===== src/rtl/display_scan_ctrl.sv =====
// display_scan_ctrl: converts a signed 16-bit value to BCD by serial
// double-dabble and multiplexes sign/hundreds/tens/ones onto a 4-digit
// active-low seven-segment display.
module display_scan_ctrl #(
  parameter int REFRESH_DIV = 50000
) (
  input  logic        clk,
  input  logic        rst,
  input  logic        load,
  input  logic [15:0] result,
  output logic        busy,
  output logic        done,
  output logic        overflow,
  output logic [6:0]  seg,
  output logic [3:0]  an
);

  localparam int CW = (REFRESH_DIV > 2) ? $clog2(REFRESH_DIV) : 1;

  localparam logic [6:0] GLYPH_BLANK = 7'b1111111;
  localparam logic [6:0] GLYPH_DASH  = 7'b0111111;

  typedef enum logic {IDLE, CONVERT} state_t;

  state_t         state_reg, state_next;
  logic           accept, finish;
  logic [15:0]    bin_reg;
  logic [19:0]    bcd_reg;
  logic [3:0]     step_reg;
  logic           sign_reg;
  logic [15:0]    magnitude;
  logic [19:0]    bcd_adj;
  logic [19:0]    shift_bcd;
  logic [15:0]    shift_bin;

  logic [3:0]     ones_reg, tens_reg, hund_reg;
  logic [3:0]     ones_next, tens_next, hund_next;
  logic           ovf_reg, ovf_next;
  logic           disp_sign_reg, disp_sign_next;
  logic           done_reg;

  logic [CW-1:0]  refresh_reg;
  logic [1:0]     idx_reg;
  logic [6:0]     seg_reg, seg_next;
  logic [3:0]     an_reg, an_next;

  function automatic logic [6:0] digit_glyph(input logic [3:0] d);
    case (d)
      4'd0:    digit_glyph = 7'b1000000;
      4'd1:    digit_glyph = 7'b1111001;
      4'd2:    digit_glyph = 7'b0100100;
      4'd3:    digit_glyph = 7'b0110000;
      4'd4:    digit_glyph = 7'b0011001;
      4'd5:    digit_glyph = 7'b0010010;
      4'd6:    digit_glyph = 7'b0000010;
      4'd7:    digit_glyph = 7'b1111000;
      4'd8:    digit_glyph = 7'b0000000;
      4'd9:    digit_glyph = 7'b0010000;
      default: digit_glyph = GLYPH_BLANK;
    endcase
  endfunction

  // |result| fits in 16 unsigned bits, including -32768 -> 32768
  assign magnitude = result[15] ? (~result + 16'd1) : result;

  // Add-3 correction on every BCD digit that is 5 or more before shifting
  genvar gi;
  generate
    for (gi = 0; gi < 5; gi++) begin : g_adj
      assign bcd_adj[4*gi +: 4] = (bcd_reg[4*gi +: 4] >= 4'd5) ?
                                  (bcd_reg[4*gi +: 4] + 4'd3) : bcd_reg[4*gi +: 4];
    end
  endgenerate

  assign shift_bcd = (bcd_adj << 1) | {19'd0, bin_reg[15]};
  assign shift_bin = bin_reg << 1;

  // Next-state logic: accept only in IDLE, finish after the 16th shift
  always_comb begin
    state_next = state_reg;
    accept     = 1'b0;
    finish     = 1'b0;
    case (state_reg)
      IDLE: begin
        if (load) begin
          accept     = 1'b1;
          state_next = CONVERT;
        end
      end
      CONVERT: begin
        if (step_reg == 4'd15) begin
          finish     = 1'b1;
          state_next = IDLE;
        end
      end
      default: state_next = IDLE;
    endcase
  end

  // State register
  always_ff @(posedge clk) begin
    if (rst) state_reg <= IDLE;
    else     state_reg <= state_next;
  end

  // Conversion datapath: capture on accept, one shift per CONVERT cycle
  always_ff @(posedge clk) begin
    if (rst) begin
      bin_reg  <= '0;
      bcd_reg  <= '0;
      step_reg <= '0;
      sign_reg <= 1'b0;
    end else if (accept) begin
      bin_reg  <= magnitude;
      bcd_reg  <= '0;
      step_reg <= '0;
      sign_reg <= result[15];
    end else if (state_reg == CONVERT) begin
      bin_reg  <= shift_bin;
      bcd_reg  <= shift_bcd;
      step_reg <= step_reg + 4'd1;
    end
  end

  // Display values taking effect at this edge (used so seg shows them at once)
  always_comb begin
    ones_next      = ones_reg;
    tens_next      = tens_reg;
    hund_next      = hund_reg;
    ovf_next       = ovf_reg;
    disp_sign_next = disp_sign_reg;
    if (finish) begin
      ones_next      = shift_bcd[3:0];
      tens_next      = shift_bcd[7:4];
      hund_next      = shift_bcd[11:8];
      ovf_next       = |shift_bcd[19:12];
      disp_sign_next = sign_reg;
    end
  end

  // Display registers and done pulse
  always_ff @(posedge clk) begin
    if (rst) begin
      ones_reg      <= '0;
      tens_reg      <= '0;
      hund_reg      <= '0;
      ovf_reg       <= 1'b0;
      disp_sign_reg <= 1'b0;
      done_reg      <= 1'b0;
    end else begin
      ones_reg      <= ones_next;
      tens_reg      <= tens_next;
      hund_reg      <= hund_next;
      ovf_reg       <= ovf_next;
      disp_sign_reg <= disp_sign_next;
      done_reg      <= finish;
    end
  end

  // Free-running refresh divider stepping the scanned digit index
  always_ff @(posedge clk) begin
    if (rst) begin
      refresh_reg <= '0;
      idx_reg     <= '0;
    end else if (refresh_reg == CW'(REFRESH_DIV - 1)) begin
      refresh_reg <= '0;
      idx_reg     <= idx_reg + 2'd1;
    end else begin
      refresh_reg <= refresh_reg + 1'b1;
    end
  end

  // Glyph selection with leading-zero blanking and overflow dashes
  always_comb begin
    seg_next = GLYPH_BLANK;
    an_next  = ~(4'b0001 << idx_reg);
    case (idx_reg)
      2'd0: seg_next = ovf_next ? GLYPH_DASH : digit_glyph(ones_next);
      2'd1: seg_next = ovf_next ? GLYPH_DASH :
                       ((hund_next == 4'd0 && tens_next == 4'd0) ? GLYPH_BLANK
                                                                 : digit_glyph(tens_next));
      2'd2: seg_next = ovf_next ? GLYPH_DASH :
                       ((hund_next == 4'd0) ? GLYPH_BLANK : digit_glyph(hund_next));
      default: seg_next = disp_sign_next ? GLYPH_DASH : GLYPH_BLANK;
    endcase
  end

  // Registered display drive
  always_ff @(posedge clk) begin
    if (rst) begin
      seg_reg <= 7'b1000000;
      an_reg  <= 4'b1110;
    end else begin
      seg_reg <= seg_next;
      an_reg  <= an_next;
    end
  end

  assign busy     = (state_reg == CONVERT);
  assign done     = done_reg;
  assign overflow = ovf_reg;
  assign seg      = seg_reg;
  assign an       = an_reg;

endmodule


===== config.mk =====
export PLATFORM = sky130hd
export DESIGN_NAME = display_scan_ctrl
export DESIGN_NICKNAME = d
export VERILOG_FILES = /design/src/rtl/display_scan_ctrl.sv
export SDC_FILE = /design/constraint.sdc
export NUM_CORES = 1
export LEC_CHECK = 0
export BUFFER_PORTS_ARGS = -buffer_cell sky130_fd_sc_hd__clkbuf_2
export CAP_MARGIN = 40
export CORE_UTILIZATION = 50
export CTS_BUF_LIST = sky130_fd_sc_hd__clkbuf_16
export DETAILED_ROUTE_END_ITERATION = 8
export MAX_ROUTING_LAYER = met4
export PLACE_DENSITY = 0.73
export SYNTH_ARGS = -nofsm -noshare
export SYNTH_HDL_FRONTEND = slang
export SYNTH_SLANG_ARGS = --single-unit
export TNS_END_PERCENT = 50

===== constraint.sdc =====
create_clock -name clk -period 5.2 [get_ports clk]
set_input_delay 1.56 -clock clk [delete_from_list [all_inputs] [get_ports clk]]
set_output_delay 1.56 -clock clk [all_outputs]
set_load 0.01 [all_outputs]

---- Word-level counts from Yosys, hierarchy flattened ----
Memory sizes are Yosys's and may differ from the RTL's.
Index checks and enable logic that the tools add are counted.
word-level totals
  memories kept ........................... 3
  register bits ........................... 86
  word-level logic and storage cells ...... 75
  input port bits ......................... 19
  bits in writable memories ............... 0
  bits in read-only memories .............. 336
  bits in latches ......................... 0
  output and inout port bits .............. 14
cells by class
  magnitude comparators ................... 5
  add/sub/neg operators ................... 9
  equal/unequal tests ..................... 4
  muxes and demuxes ....................... 26
  bitwise logic cells ..................... 4
  multiply operators ...................... 0
  reduce and logical (&&, ||, !) cells .... 8
  divide/modulo/power cells ............... 0
  shifts and indexed selects .............. 1
memory list
  name              depth  width  rd ports  clocked after Yosys merged registers in  write ports  RTL line  RTL
  (name not given)  16     7      1         0                                        0            48        case (d)
  (name not given)  16     7      1         0                                        0            48
  (name not given)  16     7      1         0                                        0            48
operators with widths
  kind                                                                    number
  16-bit two-way mux                                                      3
  7-bit two-way mux                                                       6
  16-bit by 1-bit adder with 16-bit output (second input constant)        2
  4-bit two-way mux                                                       7
  7-bit case mux with 3 select lines                                      1
  4-bit by 3-bit >= comparator with 1-bit output (second input constant)  5
  20-bit by 1-bit OR with 20-bit output                                   1
  4-bit by 2-bit adder with 4-bit output (second input constant)          4
  16-bit equality test (second input constant)                            1
  16-bit inverter                                                         1
  4-bit logical NOT                                                       2
  8-bit OR reduction                                                      1
  1-bit two-way mux                                                       7
  4-bit by 1-bit adder with 4-bit output (second input constant)          1
  4-bit equality test (second input constant)                             1
  4-bit inverter                                                          1
  2-bit OR reduction                                                      2
  1-bit by 2-bit left shift with 4-bit output (first input constant)      1
  3-bit by 2-bit adder with 3-bit output (second input constant)          1
  3-bit two-way mux                                                       1
  2-bit by 1-bit adder with 2-bit output (second input constant)          1
  2-bit by 1-bit equality test with 1-bit output (second input constant)  1
  2-bit equality test (second input constant)                             1
  2-bit logical NOT                                                       1
  4 further kinds                                                         4

---- Depth between registers and ports, before layout ----
Gate-level depths: netlist (run 1).
  depth in word-level cells ............... 9
  mapped depth ............................ 14

---- Least setup slack after synthesis (run 1) ----
No wires, ideal clock.
  kind .................................... input -> register
  start ................................... in result[4]
  end ..................................... reg bin_reg[14]
  data arrival time ....................... 2874 ps
  path buffers ............................ 0
  slack ................................... 2198 ps
  stages .................................. 7
  setup time .............................. 128 ps
  cells stage by stage .................... nor4_1 nand4b_1 o41ai_1 xor2_1 a211oi_1 a21oi_1 nor2_1
between the ends
  cells in the longest elaborated chain, start to end .. 4
ends and longest elaborated chain
  what                                      RTL line  RTL
  from (decl)                               10        input logic [15:0] result,
  16-bit inverter                           64        assign magnitude = result[15] ? (~result + 16'd1) : result;
  16-bit by 1-bit adder with 16-bit output  64
  16-bit two-way mux                        64
  16-bit two-way mux                        113       end else if (accept) begin
  to (signal assigned)                      114       bin_reg <= magnitude;
  to (signal assigned)                      119       bin_reg <= shift_bin;
  to (decl)                                 27        logic [15:0] bin_reg;
No other way between the ends.
A chain may end at the register's enable or synchronous reset.

---- Worst setup path in the final report (run 1) ----
  start ................................... reg bcd_reg[1]
  end ..................................... reg seg_reg[5] (netlist: seg[5])
RTL lines
  what                                            RTL line  RTL
  from (decl)                                     28        logic [19:0] bcd_reg;
  from (signal assigned)                          120       bcd_reg <= shift_bcd;
  4-bit by 3-bit >= comparator with 1-bit output  70        assign bcd_adj[4*gi +: 4] = (bcd_reg[4*gi +: 4] >= 4'd5) ?
  4-bit two-way mux                               70
  20-bit by 1-bit OR with 20-bit output           75        assign shift_bcd = (bcd_adj << 1) | {19'd0, bin_reg[15]};
  4-bit two-way mux                               132       if (finish) begin
  via ones_next[1]                                37        logic [3:0] ones_next, tens_next, hund_next;
  memory read 16 x 7 bit                          -
  7-bit two-way mux                               178       2'd0: seg_next = ovf_next ? GLYPH_DASH : digit_glyph(ones_next);
  7-bit case mux with 3 select lines              177       case (idx_reg)
  to (signal assigned)                            194       seg_reg <= seg_next;
  to (decl)                                       44        logic [6:0] seg_reg, seg_next;
The timed path passes the listed nets, and every way through them passes these cells.

==> key figures, run 1 <==
Clock tree
  – Max clock buf depth: 2
  – CTS Hold Bufs: 0
  – Clock transition at the registers of the reported paths: 0.07 ns
  – Worst-skew pair later-pin latency: 0.34 ns
  – CTS sink count: 86
  – H-tree depth: 3
  – TritonCTS Buffers: 9
  – Post-CTS Resized: 0
  – Post-CTS setup buffers: 0
  – CTS tree: done
  – CTS root buf: clkbuf_16

Finish
  – Ant. Diodes: 0
  – Non-filler cells, final: 794
  – Largest register FFs: 20
  – Syn-to-layout area delta: 10.3%
  – Most frequent cells in the layout: nor2_1 (107), dfxtp_1 (85), nand2_1 (48)
  – Multi-input combinational cell area: 0.00310 mm²
  – Fill count: 948
  – Final Core Density: 0.571
  – Share of layout cells above drive strength 1: 0.0953
  – Seq. cell area: 0.00172 mm²
  – Final Cell Area: 0.00560 mm²
  – Final Net Count: 709
  – Most common cell after layout, fill and taps aside: nor2_1

Global routing
  – Met3 Usage GRT: 0.0495
  – Largest net degree at the start of global routing: 50
  – M1 GR Usage: 0.271
  – Met2 GRT Util: 0.370
  – Most Crowded Layer GR: met2
  – First-pass GRT wire length: 17900 µm
  – Total gr overflow: 0
  – Vias in the first global route: 4003
  – Initial antenna violation count: 0
  – Total Routing Usage GR: 0.221

Critical path
  – WP buf/inv: 3
  – CP cell instances: inv_1 -> ha_1 -> nand2b_1 -> a21oi_1 -> xnor2_1 -> mux2i_1 -> inv_1 -> ha_1 -> inv_1 -> mux2i_1 -> a2111oi_2 -> nor3_1 -> or3_1
  – Crit-path slowest cell: mux2i_1
  – Worst setup EP type: flop
  – Cell family with most CP delay: simple AND/OR/NAND/NOR gates
  – Critical Path Max Stage Delay: 0.41 ns
  – FF-to-FF Start: bcd_reg[1]
  – Required time of the critical path: 5.42 ns
  – Crit Path Category: reg2reg
  – Critical path origin: bcd_reg[1]
  – Peak fanout along the critical path: 5
  – Startpoint types: flop
  – Most common cell on crit path: inv_1
  – Critical path arrival: 3.39 ns

Placed design
  – Hpwl dp: 7870 µm
  – Placer Congestion: 0.872
  – Placed cell count: 778
  – Port Buffers: 32
  – DP Area: 0.00533 mm²

Route
  – Drt drc: 0
  – DRT iter0 DRCs: 205
  – Via count: 4339
  – TritonRoute pass-1 iters: 4
  – Detail Route Antenna Nets: 0
  – Detailed Route WL: 10800 µm
  – DR WL/cell: 13.6 µm
  – Via-to-Cell Ratio: 5.46

Synthesis
  – Sequential fraction of the synthesis area: 0.339
  – Ys async rst share: 0
  – Mean Syn Cell Area: 7.95 µm²
  – EDFF count, synth: 0
  – Cells after synthesis: 639
  – Yosys warning total: 0
  – Post-synthesis cell area: 0.00508 mm²
  – Post-synthesis sequential element count: 86
  – Post-synth top flop: dfxtp_1
  – Distinct cell type count after synthesis: 59
  – Syn nets: 692

Floorplan
  – Die Area: 0.0106 mm²
  – Chip width: 103 µm
  – # rows: 36
  – Die height: 103 µm
  – IO Pins: 33
  – Starting Density: 0.517
  – CORE AREA: 0.00982 mm²

Run status
  – Status: completed

STA
  – Tcrit/Tclk final: 0.609
  – Tightest Pin Transition: 0.778 ns
  – Endpoints failing setup: 0
  – Final hold vios: 0
  – Setup Total Neg Slack: 0 ns
  – RSZ-0062 raised after global routing: false
  – Skew final: 0.00583 ns
  – Fin. max-slew vios: 0
  – Slew margin rel.: 0.475
  – Max Fclk: 0.316 GHz
  – Fin crit period: 3.16 ns

Power
  – Total Power Consumption: 0.00140 W
  – Pleak: 2.24 nW
  – Worst vdd ir: 0.000138 V
  – Pwr/cell area: 250 mW/mm²

Flow run
  – Maxcap violations: 0

Hold path
  – Hold WC Path Type: reg2reg
  – Worst hold start: refresh_reg[0]
where the power goes:
group	switching (W)	internal (W)
logic	0.0000705	0.0000463
registers	0.0000127	0.000675
clock network	0.000274	0.000325
metal layers:
metal	vias to the layer above	part of all wire
li1	2278	-
met4	0	0.0083
met3	11	0.035
met5	-	0
met2	74	0.47
met1	1976	0.48
cell type report:
| cell class | instances | share of cell area |
|---|---|---|
| Inverter | 36 | 0.0241 |
| Timing Repair Buffer | 36 | 0.0362 |
| Clock buffer | 9 | 0.0402 |
| Sequential cell | 86 | 0.307 |
| Tap cell | 133 | 0.0297 |
| Clock inverter | 7 | 0.00871 |
| Multi-Input combinational cell | 487 | 0.554 |
through the flow:
step,worst slack [ns],hold slack [ns]
2_1_floorplan,2.20,0.418
3_3_place_gp,1.85,0.427
3_5_place_dp,1.82,0.441
4_1_cts,2.04,0.457
5_1_grt,1.77,0.463
6_report,2.04,0.454
kinds of logic (layout without fill, tap and decap cells):
group	count (synthesis)	after routing	share of synthesized area
compound gates	156	156	0.206
xor+xnor	33	33	0.0569
fa+ha+maj	34	34	0.0838
buf+inv	66	88	0.0500
flops	86	86	0.339
mux	23	23	0.0453
simple gates	241	241	0.219
cells in the mapped netlist, drive strengths merged, types with 3 or more instances:
cell	instances	area, µm²
nand4	8	50.1
a41o	3	30.0
inv	36	135
nand2b	10	62.6
a211oi	25	188
nand3	11	55.1
o21ai	34	174
o21a	3	22.5
nor3b	4	30.0
xor2	21	184
nor2	107	402
nor2b	7	43.8
a21oi	43	215
ha	34	425
buf	7	31.3
and3	4	25.0
o31ai	9	91.3
nand4b	3	26.3
or3	9	56.3
o211ai	3	22.5
a211o	3	26.3
nor3	14	70.1
mux2i	23	230
dfxtp	86	1720
a31oi	8	50.1
clkbuf	23	87.6
nand2	48	180
and2	7	43.8
nor4	3	18.8
xnor2	12	105
worst paths after layout:
kind	end	slack, ns	cells after the start
max	seg[5]	2.04	13
min	refresh_reg[0]	0.45	1
max reg2reg	seg[5]	2.04	13
min reg2reg	refresh_reg[0]	0.45	1
Power figures use the tool's default switching activity.
==> run 2, diff against run 1 <==
Clock period 5.2 ns to 3.1 ns, I/O delays scaled along.
==> run 2 against run 1 <==
Compared with the run above:
- clock skew grew 0.0076 ns
- critical path depth shrank 1
- via count grew 3.3%
- die area is the same
- final cell count grew 1.4%
- fmax grew 11%
- flip-flop and latch count is the same
- clock-buffer cell count is the same
- worst hold slack lost 0.0071 ns
- global-route usage grew 1.2 points
==> key figures, run 2 (same netlist as run 1, synthesis figures left out) <==
Run status
  – Status: completed (unchanged)

Clock tree
  – Worst-skew pair later-pin latency: 0.34 ns (about the same)
  – CTS tree: done (unchanged)
  – Post-CTS setup buffers: 0 (unchanged)
  – TritonCTS Buffers: 9 (unchanged)
  – CTS root buf: clkbuf_16 (unchanged)
  – Max clock buf depth: 2 (unchanged)
  – Clock transition at the registers of the reported paths: 0.06 ns (was 0.07 ns)
  – CTS sink count: 86 (unchanged)
  – H-tree depth: 3 (unchanged)

Route
  – Detail Route Antenna Nets: 0 (unchanged)
  – Via count: 4482 (was 4339)
  – DRT iter0 DRCs: 289 (was 205)
  – Drt drc: 0 (unchanged)
  – TritonRoute pass-1 iters: 5 (was 4)
  – Via-to-Cell Ratio: 5.57 (was 5.46)
  – DR WL/cell: 13.8 µm (was 13.6 µm)
  – Detailed Route WL: 11100 µm (was 10800 µm)

Power
  – Worst vdd ir: 0.000258 V (was 0.000138 V)
  – Clock Power Share: 0.465 (was 0.427)
  – Sequential share of power: 0.459 (was 0.490)
  – Share of total power in combinational logic: 0.077 (was 0.083)
  – Cell-internal power: 0.00192 W (was 0.00105 W)
  – Pleak: 2.31 nW (was 2.24 nW)
  – Pwr/cell area: 438 mW/mm² (was 250 mW/mm²)
  – Total Power Consumption: 0.00251 W (was 0.00140 W)
  – Net Sw Power: 0.000596 W (was 0.000357 W)
  – Net Sw Frac: 0.237 (was 0.254)

STA
  – Tcrit/Tclk final: 0.923 (was 0.609)
  – Fin. max-slew vios: 0 (unchanged)
  – RSZ-0062 raised after global routing: false (unchanged)
  – Slew margin rel.: 0.550 (was 0.475)
  – Tightest Pin Transition: 0.671 ns (was 0.778 ns)
  – Fin crit period: 2.86 ns (was 3.16 ns)
  – Final hold vios: 0 (unchanged)
  – Setup Total Neg Slack: 0 ns (unchanged)
  – Endpoints failing setup: 0 (unchanged)
  – Max Fclk: 0.350 GHz (was 0.316 GHz)
  – Skew final: 0.0135 ns (was 0.00583 ns)

Placed design
  – Placer Congestion: 0.917 (was 0.872)
  – Hpwl dp: 8110 µm (was 7870 µm)
  – Port Buffers: 32 (unchanged)
  – Placed cell count: 789 (was 778)

Critical path
  – Worst setup EP type: flop (unchanged)
  – FF-to-FF Start: bcd_reg[9] (was bcd_reg[1])
  – Worst R2R End: seg[0] (was seg[5])
  – Peak fanout along the critical path: 5 (unchanged)
  – Crit Path Category: reg2reg (unchanged)
  – Startpoint types: flop (unchanged)
  – Worst reg2reg setup slack: 0.24 ns (was 2.04 ns)
  – Required time of the critical path: 3.36 ns (was 5.42 ns)
  – Critical path arrival: 3.12 ns (was 3.39 ns)
  – Reg2Reg Depth: 12 (was 13)

Global routing
  – Total gr overflow: 0 (unchanged)
  – Largest net degree at the start of global routing: 50 (unchanged)
  – First-pass GRT wire length: 19100 µm (was 17900 µm)
  – Total Routing Usage GR: 0.233 (was 0.221)
  – Initial antenna violation count: 0 (unchanged)
  – Vias in the first global route: 4181 (was 4003)

Floorplan
  – Starting Density: 0.517 (unchanged)
  – Chip width: 103 µm (unchanged)
  – CORE AREA: 0.00982 mm² (unchanged)
  – Die height: 103 µm (unchanged)
  – # rows: 36 (unchanged)
  – Die Area: 0.0106 mm² (unchanged)
  – IO Pins: 33 (unchanged)

Finish
  – Fill count: 903 (was 948)
  – Share of layout cells above drive strength 1: 0.112 (was 0.0953)
  – Largest register FFs: 20 (unchanged)
  – Syn-to-layout area delta: 12.9% (was 10.3%)
  – Final Net Count: 720 (was 709)
  – Most frequent cells in the layout: nor2_1 (107), dfxtp_1 (84), nand2_1 (48) (was nor2_1 (107), dfxtp_1 (85), nand2_1 (48))
  – Ant. Diodes: 0 (unchanged)
  – Non-filler cells, final: 805 (was 794)
  – Most common cell after layout, fill and taps aside: nor2_1 (unchanged)

Flow run
  – Maxcap violations: 0 (unchanged)

Hold path
  – Worst hold start: refresh_reg[0] (unchanged)
  – Hold WC Path Type: reg2reg (unchanged)
  – Hold Path Stages: 1 (unchanged)
  – Hold Crit Endpoint: refresh_reg[0] (unchanged)
[run 2: worst max-delay path by stage]
stage	to	depth (start not counted)	start
after floorplan	seg[5]	12	step_reg[0]
after global placement	seg[5]	13	bcd_reg[0]
after detailed placement	seg[5]	13	bcd_reg[0]
after CTS	seg[5]	13	bcd_reg[0]
after global routing	seg[0]	12	bcd_reg[9]
final	seg[0]	12	bcd_reg[9]
[run 2: critical path, stage by stage (launching register included)]
cell      delay [ns]
dfxtp_1         0.39
inv_1           0.10
ha_1            0.20
nand2b_1        0.15
a21oi_1         0.26
xnor2_1         0.14
mux2i_1         0.35
ha_1            0.32
nand2_1         0.07
a211oi_1        0.21
o21ai_1         0.18
a41o_1          0.26
a31oi_1         0.15
[run 2: power by group through the flow]
stage | logic [W] | clock network (W) | registers [W]
after floorplan | 0.000147 | 0 | 0.00117
after global placement | 0.000186 | 0 | 0.00118
after detailed placement | 0.000194 | 0 | 0.00118
after CTS | 0.000194 | 0.00118 | 0.00115
after global routing | 0.000221 | 0.00123 | 0.00116
final | 0.000193 | 0.00117 | 0.00115
[run 2: what timing repair did]
| action | CTS | global route |
|---|---|---|
| resized for setup | 0 | 1 |
| hold buffers | 0 | 0 |
| endpoints found under the setup margin | 0 | 1 |
[run 2: per-stage QoR]
step                setup slack, ns  hold slack (ns)  area (µm²)  utilization
global route                 0.0111            0.475        5740        0.584
finish                        0.239            0.446        5740        0.584
CTS                           0.234            0.452        5730        0.584
detailed placement            0.244            0.443        5410        0.551
floorplan                     0.156            0.418        5080            -
global placement              0.330            0.429        5410        0.551
[run 2: cell type report]
cell class / count / area, µm² / share of cell area
well taps: 133 / 166 / 0.0290
inverters: 36 / 135 / 0.0236
repair buffers: 47 / 285 / 0.0497
clock inverters: 7 / 96.3 / 0.0168
multi-input cells: 487 / 3100 / 0.541
flip-flops and latches: 86 / 1720 / 0.301
clock buffers: 9 / 225 / 0.0393
[run 2: routing by layer]
metal | up-vias | GRT usage | wire (µm)
li1 | 2291 | - | -
met1 | 2103 | 0.290 | 5190
met2 | 82 | 0.384 | 5450
met3 | 6 | 0.0407 | 418
met4 | 0 | 0.0769 | 85
met5 | - | - | 0
==> run 3, diff against run 2 <==
Settings changed: PLACE_DENSITY 0.73 to 0.68.
==> run 3 against run 2 <==
Compared with the run above:
- core utilization grew 0.27 points
- largest cell class unchanged
- clock-buffer cell count is the same
- worst hold slack gained 0.0027 ns
- setup slack gained 0.049 ns
- clock skew shrank 0.0041 ns
- sequential power is essentially flat
- clock power grew 9%
==> key figures, run 3 (same netlist as run 1, synthesis figures left out) <==
Power
  – Share of total power in combinational logic: 0.075 (was 0.077)
  – Sequential share of power: 0.440 (was 0.459)
  – Pleak: 2.34 nW (was 2.31 nW)
  – Worst vdd ir: 0.000310 V (was 0.000258 V)
  – Net Sw Frac: 0.232 (was 0.237)
  – Pwr/cell area: 453 mW/mm² (was 438 mW/mm²)
  – Cell-internal power: 0.00201 W (was 0.00192 W)
  – Net Sw Power: 0.000606 W (was 0.000596 W)
  – Clock Power Share: 0.484 (was 0.465)

Run status
  – Status: completed (unchanged)

Clock tree
  – CTS sink count: 86 (unchanged)
  – CTS Hold Bufs: 0 (unchanged)
  – Max clock buf depth: 2 (unchanged)
  – Clock transition at the registers of the reported paths: 0.07 ns (was 0.06 ns)
  – CTS root buf: clkbuf_16 (unchanged)
  – Worst-skew pair later-pin latency: 0.34 ns (about the same)
  – TritonCTS Buffers: 9 (unchanged)
  – CTS tree: done (unchanged)
  – H-tree depth: 3 (unchanged)

Finish
  – Ant. Diodes: 0 (unchanged)
  – Most common cell after layout, fill and taps aside: nor2_1 (unchanged)
  – Final Cell Area: 0.00576 mm² (was 0.00574 mm²)
  – Syn-to-layout area delta: 13.5% (was 12.9%)
  – Final Net Count: 721 (was 720)
  – Largest register FFs: 20 (unchanged)
  – Fill count: 923 (was 903)
  – Share of layout cells above drive strength 1: 0.114 (was 0.112)
  – Most frequent cells in the layout: nor2_1 (107), dfxtp_1 (85), nand2_1 (48) (was nor2_1 (107), dfxtp_1 (84), nand2_1 (48))
  – Non-filler cells, final: 806 (was 805)

Placed design
  – DP Area: 0.00541 mm² (about the same)
  – Placed cell count: 790 (was 789)
  – Port Buffers: 32 (unchanged)
  – Hpwl dp: 7970 µm (was 8110 µm)
  – Placer Congestion: 0.907 (was 0.917)
  – Pre-CTS setup slack: 0.269 ns (was 0.244 ns)

Global routing
  – Met3 Usage GRT: 0.0353 (was 0.0407)
  – M1 GR Usage: 0.291 (was 0.290)
  – Met2 GRT Util: 0.363 (was 0.384)
  – Largest net degree at the start of global routing: 48 (was 50)
  – Initial antenna violation count: 0 (unchanged)
  – Most Crowded Layer GR: met2 (unchanged)
  – Vias in the first global route: 4023 (was 4181)
  – First-pass GRT wire length: 18500 µm (was 19100 µm)
  – Total Routing Usage GR: 0.229 (was 0.233)
  – Total gr overflow: 0 (unchanged)

Hold path
  – Hold WC Path Type: reg2reg (unchanged)

STA
  – Tightest Pin Transition: 0.682 ns (was 0.671 ns)
  – RSZ-0062 raised after global routing: false (unchanged)
  – Max Fclk: 0.356 GHz (was 0.350 GHz)
  – Tcrit/Tclk final: 0.907 (was 0.923)
  – Endpoints failing setup: 0 (unchanged)
  – Final Hold Slack: 0.449 ns (was 0.446 ns)
  – Slew margin rel.: 0.543 (was 0.550)
  – Setup Total Neg Slack: 0 ns (unchanged)
  – Skew final: 0.00940 ns (was 0.0135 ns)
  – Fin crit period: 2.81 ns (was 2.86 ns)
  – Fin. max-slew vios: 0 (unchanged)
  – Final hold vios: 0 (unchanged)
  – Post-route setup slack: 0.288 ns (was 0.239 ns)

Route
  – DR WL/cell: 13.6 µm (was 13.8 µm)
  – TritonRoute pass-1 iters: 5 (unchanged)
  – DRT iter0 DRCs: 184 (was 289)
  – Via count: 4445 (was 4482)
  – Detailed Route WL: 11000 µm (was 11100 µm)
  – Detail Route Antenna Nets: 0 (unchanged)
  – Via-to-Cell Ratio: 5.51 (was 5.57)
  – Drt drc: 0 (unchanged)

Critical path
  – Required time of the critical path: 3.33 ns (was 3.36 ns)
  – Critical path arrival: 3.04 ns (was 3.12 ns)
  – Crit-path slowest cell: dfxtp_1 (unchanged)
  – Peak fanout along the critical path: 7 (was 5)
  – Most common cell on crit path: inv_1 (was ha_1)
  – Worst setup EP type: flop (unchanged)
  – WP buf/inv: 3 (was 1)
  – Crit Path Category: reg2reg (unchanged)
  – Cell family with most CP delay: simple AND/OR/NAND/NOR gates (was compound AO/OA/AOI/OAI gates)
  – Startpoint types: flop (unchanged)
  – CP cell instances: inv_1 -> ha_1 -> nand2b_1 -> a21oi_1 -> xnor2_1 -> mux2i_1 -> inv_1 -> ha_1 -> inv_1 -> mux2i_1 -> a2111oi_2 -> nor3_1 -> or3_1 (was inv_1 -> ha_1 -> nand2b_1 -> a21oi_1 -> xnor2_1 -> mux2i_1 -> ha_1 -> nand2_1 -> a211oi_1 -> o21ai_1 -> a41o_1 -> a31oi_1)
  – Critical Path Max Stage Delay: 0.47 ns (was 0.39 ns)

Floorplan
  – Chip width: 103 µm (unchanged)
  – IO Pins: 33 (unchanged)
  – Die height: 103 µm (unchanged)
  – Die Area: 0.0106 mm² (unchanged)
  – # rows: 36 (unchanged)
  – Starting Density: 0.517 (unchanged)
  – CORE AREA: 0.00982 mm² (unchanged)

Flow run
  – Maxcap violations: 0 (unchanged)
==> run 3: cell types whose count changed in the layout (fill, tap and decap cells not counted), sizes merged <==
cell	change
buf	+1
bufinv	+1
clkinvlp	-2
inv	+1
==> run 3: path summary, 6_finish.rpt <==
check,slack (ns),depth (start not counted),startpoint,end
worst max-delay path,0.29,13,bcd_reg[0],seg[5]
worst min-delay path,0.45,1,refresh_reg[0],refresh_reg[0]
worst max register to register,0.29,13,bcd_reg[0],seg[5]
worst min register to register,0.45,1,refresh_reg[0],refresh_reg[0]
==> run 3: layout make-up <==
class	instances	area, µm²	area share
well taps	133	166	0.0289
inverters	36	135	0.0235
multi-input cells	487	3110	0.539
repair buffers	48	280	0.0486
clock buffers	9	225	0.0391
clock inverters	7	125	0.0217
flip-flops and latches	86	1720	0.299
==> run 3: repair_timing <==
item | CTS | global route
resized for setup | 0 | 2
buffers inserted | 0 | 0
endpoints found under the setup margin | 0 | 4
==> run 3: per-stage QoR <==
| step | power [W] | utilization |
|---|---|---|
| 6_report | 0.00261 | 0.587 |
| 5_1_grt | 0.00272 | 0.587 |
| 3_5_place_dp | 0.00137 | 0.551 |
| 4_1_cts | 0.00263 | 0.586 |
| 3_3_place_gp | 0.00137 | 0.551 |
| 2_1_floorplan | 0.00132 | - |
==> run 3: metal layers <==
layer  up-vias  part of all wire
met5         -                 0
met4         0             0.019
met3        19             0.034
met2        96              0.46
met1      2036              0.49
li1       2294                 -
==> run 3: power groups by stage <==
stage	combinational [W]	clock (W)	sequential, W
3_3_place_gp	0.000192	0	0.00117
5_1_grt	0.000225	0.00134	0.00115
6_report	0.000197	0.00127	0.00115
4_1_cts	0.000198	0.00129	0.00115
3_5_place_dp	0.000198	0	0.00117
2_1_floorplan	0.000147	0	0.00117
